### src/rtl/mem_bus_pkg.sv
// Shared constants and loader state encoding for the adding-machine memory side.
package mem_bus_pkg;
  localparam int unsigned ADDR_W = 6;
  localparam int unsigned DATA_W = 8;
  localparam int unsigned DEPTH  = 64;

  typedef enum logic [1:0] {
    IDLE = 2'd0,
    LOAD = 2'd1,
    DONE = 2'd2
  } load_state_t;
endpackage

### src/rtl/mem_loader.sv
// Byte-stream program loader: fills memory from address 0 while holding the CPU in reset.
module mem_loader
  import mem_bus_pkg::*;
#(
  parameter int unsigned ADDR_W = mem_bus_pkg::ADDR_W,
  parameter int unsigned DATA_W = mem_bus_pkg::DATA_W,
  parameter int unsigned DEPTH  = 2 ** ADDR_W
) (
  input  logic              clk,
  input  logic              reset,
  input  logic              load_start,
  input  logic              load_valid,
  input  logic [DATA_W-1:0] load_data,
  input  logic              load_last,
  output logic              load_ready,
  output logic              load_done,
  output logic              cpu_hold,
  output logic              ld_we,
  output logic [ADDR_W-1:0] ld_addr,
  output logic [DATA_W-1:0] ld_data
);

  load_state_t       state, state_nxt;
  logic [ADDR_W-1:0] cnt;
  logic              accept;
  logic              at_end;

  assign accept  = (state == LOAD) && load_valid;
  assign at_end  = (cnt == ADDR_W'(DEPTH - 1));
  assign ld_we   = accept;
  assign ld_addr = cnt;
  assign ld_data = load_data;

  always_ff @(posedge clk or posedge reset) begin
    if (reset) begin
      state <= IDLE;
      cnt   <= '0;
    end else begin
      state <= state_nxt;
      // The counter saturates at the last word instead of wrapping back to 0.
      if (state == IDLE && load_start)
        cnt <= '0;
      else if (accept && !at_end)
        cnt <= cnt + 1'b1;
    end
  end

  always_comb begin
    state_nxt  = state;
    load_ready = 1'b0;
    load_done  = 1'b0;
    cpu_hold   = 1'b0;
    case (state)
      IDLE: begin
        if (load_start) state_nxt = LOAD;
      end
      LOAD: begin
        load_ready = 1'b1;
        cpu_hold   = 1'b1;
        if (accept && (load_last || at_end)) state_nxt = DONE;
      end
      DONE: begin
        load_done = 1'b1;
        cpu_hold  = 1'b1;
        state_nxt = IDLE;
      end
      default: state_nxt = IDLE;
    endcase
  end

endmodule

### src/rtl/mem_responder.sv
// 64x8 memory responder for the CPU bus with an integrated program loader.
module mem_responder
  import mem_bus_pkg::*;
#(
  parameter int unsigned ADDR_W = mem_bus_pkg::ADDR_W,
  parameter int unsigned DATA_W = mem_bus_pkg::DATA_W,
  parameter int unsigned DEPTH  = 2 ** ADDR_W
) (
  input  logic              clk,
  input  logic              reset,
  input  logic [ADDR_W-1:0] adr_bus,
  input  logic              rd_mem,
  input  logic              wr_mem,
  input  logic [DATA_W-1:0] mem_wdata,
  output logic [DATA_W-1:0] mem_rdata,
  input  logic              load_start,
  input  logic              load_valid,
  input  logic [DATA_W-1:0] load_data,
  input  logic              load_last,
  output logic              load_ready,
  output logic              load_done,
  output logic              cpu_hold,
  output logic              bus_err
);

  logic [DATA_W-1:0] mem [DEPTH];
  logic              ld_we;
  logic [ADDR_W-1:0] ld_addr;
  logic [DATA_W-1:0] ld_data;
  logic              cpu_rd;
  logic              cpu_wr;

  mem_loader #(
    .ADDR_W(ADDR_W),
    .DATA_W(DATA_W),
    .DEPTH (DEPTH)
  ) u_loader (
    .clk       (clk),
    .reset     (reset),
    .load_start(load_start),
    .load_valid(load_valid),
    .load_data (load_data),
    .load_last (load_last),
    .load_ready(load_ready),
    .load_done (load_done),
    .cpu_hold  (cpu_hold),
    .ld_we     (ld_we),
    .ld_addr   (ld_addr),
    .ld_data   (ld_data)
  );

  // CPU strobes only count while the loader is idle; a read wins over a clashing write.
  assign cpu_rd = !cpu_hold && rd_mem;
  assign cpu_wr = !cpu_hold && wr_mem && !rd_mem;

  always_ff @(posedge clk or posedge reset) begin
    if (reset) begin
      for (int unsigned i = 0; i < DEPTH; i++) mem[i] <= '0;
    end else if (ld_we) begin
      mem[ld_addr] <= ld_data;
    end else if (cpu_wr) begin
      mem[adr_bus] <= mem_wdata;
    end
  end

  always_ff @(posedge clk or posedge reset) begin
    if (reset) begin
      mem_rdata <= '0;
      bus_err   <= 1'b0;
    end else begin
      if (cpu_rd) mem_rdata <= mem[adr_bus];
      if (cpu_rd && wr_mem) bus_err <= 1'b1;
    end
  end

endmodule

### config.mk
export PLATFORM = sky130hd
export DESIGN_NAME = mem_responder
export DESIGN_NICKNAME = d
export VERILOG_FILES = /design/src/rtl/mem_bus_pkg.sv /design/src/rtl/mem_loader.sv /design/src/rtl/mem_responder.sv
export SDC_FILE = /design/constraint.sdc
export NUM_CORES = 2
export LEC_CHECK = 0
export ABC_CLOCK_PERIOD_IN_PS = 51900
export CAP_MARGIN = 15
export CORE_UTILIZATION = 50
export CTS_CLUSTER_SIZE = 8
export DETAILED_ROUTE_END_ITERATION = 16
export GPL_TIMING_DRIVEN = 0
export PLACE_DENSITY = 0.66
export RECOVER_POWER = 100
export SLEW_MARGIN = 20
export SYNTH_ARGS = -nofsm -noshare
export SYNTH_HDL_FRONTEND = slang
export SYNTH_HIERARCHICAL = 1
export SYNTH_SLANG_ARGS = --single-unit
export TNS_END_PERCENT = 5
### constraint.sdc
create_clock -name clk -period 51.9 [get_ports clk]
set_clock_uncertainty 0.15 [all_clocks]
set_input_delay 10.38 -clock clk [delete_from_list [all_inputs] [get_ports clk]]
set_output_delay 10.38 -clock clk [all_outputs]
set_load 0.01 [all_outputs]
==> insert_results.sql <==
INSERT INTO impl_metrics (metric_group, metric, value, unit) VALUES
('critical_path', 'worst_r2r_path_depth', '12', ''),
('clocking', 'worst_setup_hold_path_clk_slew', '50', 'ps'),
('yosys', 'synth.distinct_cells', '82', ''),
('drt', 'via_count', '29900', ''),
('drt', 'first_iter_violations', '5235', ''),
('yosys', 'ys.warnings.count', '6', ''),
('critical_path', 'end_kind', 'asynchronous set/reset pin', ''),
('clocking', 'clk-insertion-delay-late', '650', 'ps'),
('yosys', 'post_synth.cell_area_avg', '10.1', 'um2'),
('global_routing', 'number_of_antenna_violations_at_the_first_check_in_global_routing', '6', ''),
('floorplan', 'initial_utilization', '50.9', '%'),
('clocking', 'ctsHtreeMaxLevel', '3', ''),
('critical_path', 'path_class', 'input pin to asynchronous set/reset pin', ''),
('final_layout', 'postLayoutCoreUtil', '56.1', '%'),
('pwr', 'power_per_cell_area', '45.4', 'mW/mm2'),
('floorplan', 'num_io_pins', '41', ''),
('drt', 'drcViolationCount', '0', ''),
('yosys', 'netlist_top_cells_area', 'sky130_fd_sc_hd__dfrtp_1 45%, sky130_fd_sc_hd__a22oi_1 8.9%, sky130_fd_sc_hd__o221ai_1 6.0%', ''),
('placement', 'dpl-instance-area', '0.0310', 'mm2'),
('floorplan', 'fp.dieArea', '0.0602', 'mm2'),
('clocking', 'post_cts_sizing_count', '0', ''),
('clocking', 'post-cts-setup-buffers', '0', ''),
('global_routing', 'first_global_vias', '27700', ''),
('critical_path', 'critical_path.reg2reg.endpoint', 'mem[261]$_DFFE_PP0P_', ''),
('final_layout', 'drive_gt1_share', '12.5', '%'),
('floorplan', 'site_rows', '88', ''),
('clocking', 'cts_tree', 'built', ''),
('yosys', 'mappedNetlistArea', '0.0296', 'mm2'),
('timing', 'rsz_0062_raised_after_global_routing', 'no', ''),
('timing', 'finalCritPeriodShare', '46.5', '%'),
('yosys', 'ys_async_sr_fraction', '100', '%'),
('drt', 'antenna_violating_nets_post_route', '0', ''),
('drt', 'avgViaCountPerCell', '7.79', ''),
('timing', 'hold-worst-slack', '299', 'ps'),
('critical_path', 'worst-endpoint-arrival', '23380', 'ps'),
('status', 'violations', 'max-capacitance violations, max-slew violations', ''),
('global_routing', 'global_route.overflow_total', '0', ''),
('final_layout', 'area_growth', '10.1', '%'),
('timing', 'finalWorstPathRequiredPeriod', '24130', 'ps'),
('global_routing', 'grt_first_pass_wirelength', '210000', 'um'),
('yosys', 'synth_top_area_cell', 'sky130_fd_sc_hd__dfrtp_1', ''),
('timing', 'max-slew-margin-rel', '-271', '%'),
('yosys', 'synth-edff-count', '0', ''),
('yosys', 'synthesis.nets', '2978', ''),
('floorplan', 'coreArea', '0.0581', 'mm2'),
('placement', 'io_buffer_count', '30', ''),
('floorplan', 'die_h', '245', 'um'),
('run', 'cap_viol_max_count', '6', ''),
('clocking', 'clockRootBuffer', 'sky130_fd_sc_hd__clkbuf_16', ''),
('yosys', 'synth-main-ff-cell', 'sky130_fd_sc_hd__dfrtp_1', ''),
('final_layout', 'fin_nets', '3092', ''),
('placement', 'detailedPlacementHpwl', '102000', 'um'),
('worst_hold_path', 'min_delay_worst_endpoint', 'bus_err$_DFFE_PP0P_', ''),
('clocking', 'cts_sinks', '529', ''),
('global_routing', 'grt_max_degree', '107', ''),
('critical_path', 'reg2reg_slack', '46470', 'ps'),
('critical_path', 'timing.critical_path.from_type', 'input pin', ''),
('timing', 'timing.final.setup_violations', '0', ''),
('critical_path', 'worstPathMaxFanout', '106', ''),
('drt', 'first_pass_iters', '8', ''),
('drt', 'wire_per_inst', '39.3', 'um'),
('floorplan', 'die-width', '245', 'um'),
('status', 'status', 'finished with violations', ''),
('yosys', 'sequential_area_share_after_synthesis', '44.7', '%'),
('yosys', 'ys_seq_elements', '529', ''),
('yosys', 'post-synth-top-area-fraction', '44.7', '%'),
('timing', 'setup-tns-final', '0', 'ps'),
('timing', 'hold_viol_final', '0', ''),
('timing', 'timing.final.max_slew_violations', '532', ''),
('clocking', 'numCtsBuffers', '76', ''),
('timing', 'tightestPinTransition', '5560', 'ps');
sequential cells by signal (all words and copies together) (netlist names):
register	flops
mem_rdata	8
u_loader/state	2
mem	512
bus_err	1
u_loader/ld_addr	6
worst max-delay path: stages:
cell and delay, ps:
sky130_fd_sc_hd__dlygate4sd3_1 630, sky130_fd_sc_hd__inv_8 70, sky130_fd_sc_hd__clkbuf_1 3870, sky130_fd_sc_hd__clkbuf_1 4140
sky130_fd_sc_hd__clkbuf_1 4070
power by group:
group	switching, mW	internal [mW]	total [mW]
Clock	0.198	0.269	0.467
Sequential	0.0847	0.518	0.603
Combinational	0.282	0.128	0.410
cell usage after synthesis, types with 33 or more instances:
library cell               number
sky130_fd_sc_hd__nand2_1       79
sky130_fd_sc_hd__a22oi_1      350
sky130_fd_sc_hd__nor2_1       364
sky130_fd_sc_hd__mux2i_1       86
sky130_fd_sc_hd__o21a_1       200
sky130_fd_sc_hd__nor2_2        61
sky130_fd_sc_hd__buf_4         77
sky130_fd_sc_hd__a21oi_1      338
sky130_fd_sc_hd__buf_2         68
sky130_fd_sc_hd__a221oi_1      47
sky130_fd_sc_hd__o221ai_1     202
sky130_fd_sc_hd__mux4_2        33
sky130_fd_sc_hd__clkbuf_1     110
sky130_fd_sc_hd__dfrtp_1      529
metal layers:
metal	GRT usage (%)	wire length, um
met1	63.3	54100
met2	68.2	59600
met3	22.9	24200
met4	31.3	12700
met5	0	22
cells by family (layout without fill, tap and decap cells):
logic type                 count (synthesis)  in the layout  share of synthesized area [%]
DFF                                      529            529                           44.7
muxes                                    152            152                           6.69
xor gates and xnor gates                   2              2                         0.0592
and+or+nand+nor                          642            642                           10.3
AOI/OAI and AO/OA                       1318           1318                           32.4
adders and majority gates                  6              6                          0.254
other                                      0              7                              0
buffers and inverters                    294            417                           5.54
how the worst max path moves through the flow:
| stage | from | end | slack, ps | depth (start not counted) |
|---|---|---|---|---|
| 2_1_floorplan | reset | bus_err$_DFFE_PP0P_ | 26820 | 1 |
| 3_5_place_dp | load_valid | mem[191]$_DFFE_PP0P_ | 37660 | 10 |
| 3_3_place_gp | reset | mem[144]$_DFFE_PP0P_ | 20180 | 2 |
| 4_1_cts | load_valid | mem[191]$_DFFE_PP0P_ | 38300 | 10 |
| 5_1_grt | reset | mem[130]$_DFFE_PP0P_ | 25450 | 5 |
| 6_report | reset | mem[130]$_DFFE_PP0P_ | 27770 | 5 |
final cells by class:
class                      count  area (um2)
timing repair buffer          36         323
clock inverter                 7         131
multi-input combinational   2120       14500
sequential                   529       13200
buffer                       282        1410
inverter                      12        52.6
fill                        5207       25500
antenna                        7        17.5
tap                          765         957
clock buffer                  80        1940
cell usage in the layout, fill, tap and decap left out, drive strengths merged, types with 4 or more instances in the layout:
master,netlist,routed
nand3,27,27
dlygate4sd3,0,16
o21ai,37,37
or3b,5,5
nand2,97,97
o2111ai,4,4
or2,5,5
mux4,33,33
a22o,42,42
dfrtp,529,529
nor2b,14,14
a21o,4,4
nand4,5,5
o22ai,47,47
inv,12,16
nor3b,8,8
a221o,8,8
a31oi,11,11
mux2,33,33
o221ai,202,202
o32a,6,6
mux2i,86,86
clkbuf,110,259
nor3,7,7
o21a,200,200
nand3b,6,6
buf,172,109
ha,6,6
nor2,433,433
nand2b,7,7
clkdlybuf4s50,0,14
diode,0,7
a21oi,338,338
and3,4,4
a22oi,350,350
and2,13,13
a221oi,48,48
metrics by stage:
stage | cells | setup slack [ps]
6_report | 3838 | 27770
5_1_grt | 3831 | 25450
4_1_cts | 3831 | 38300
3_5_place_dp | 3744 | 37660
3_3_place_gp | 3738 | 20180
2_1_floorplan | 2943 | 26820
Note: power is estimated with default switching activity, not from simulation.
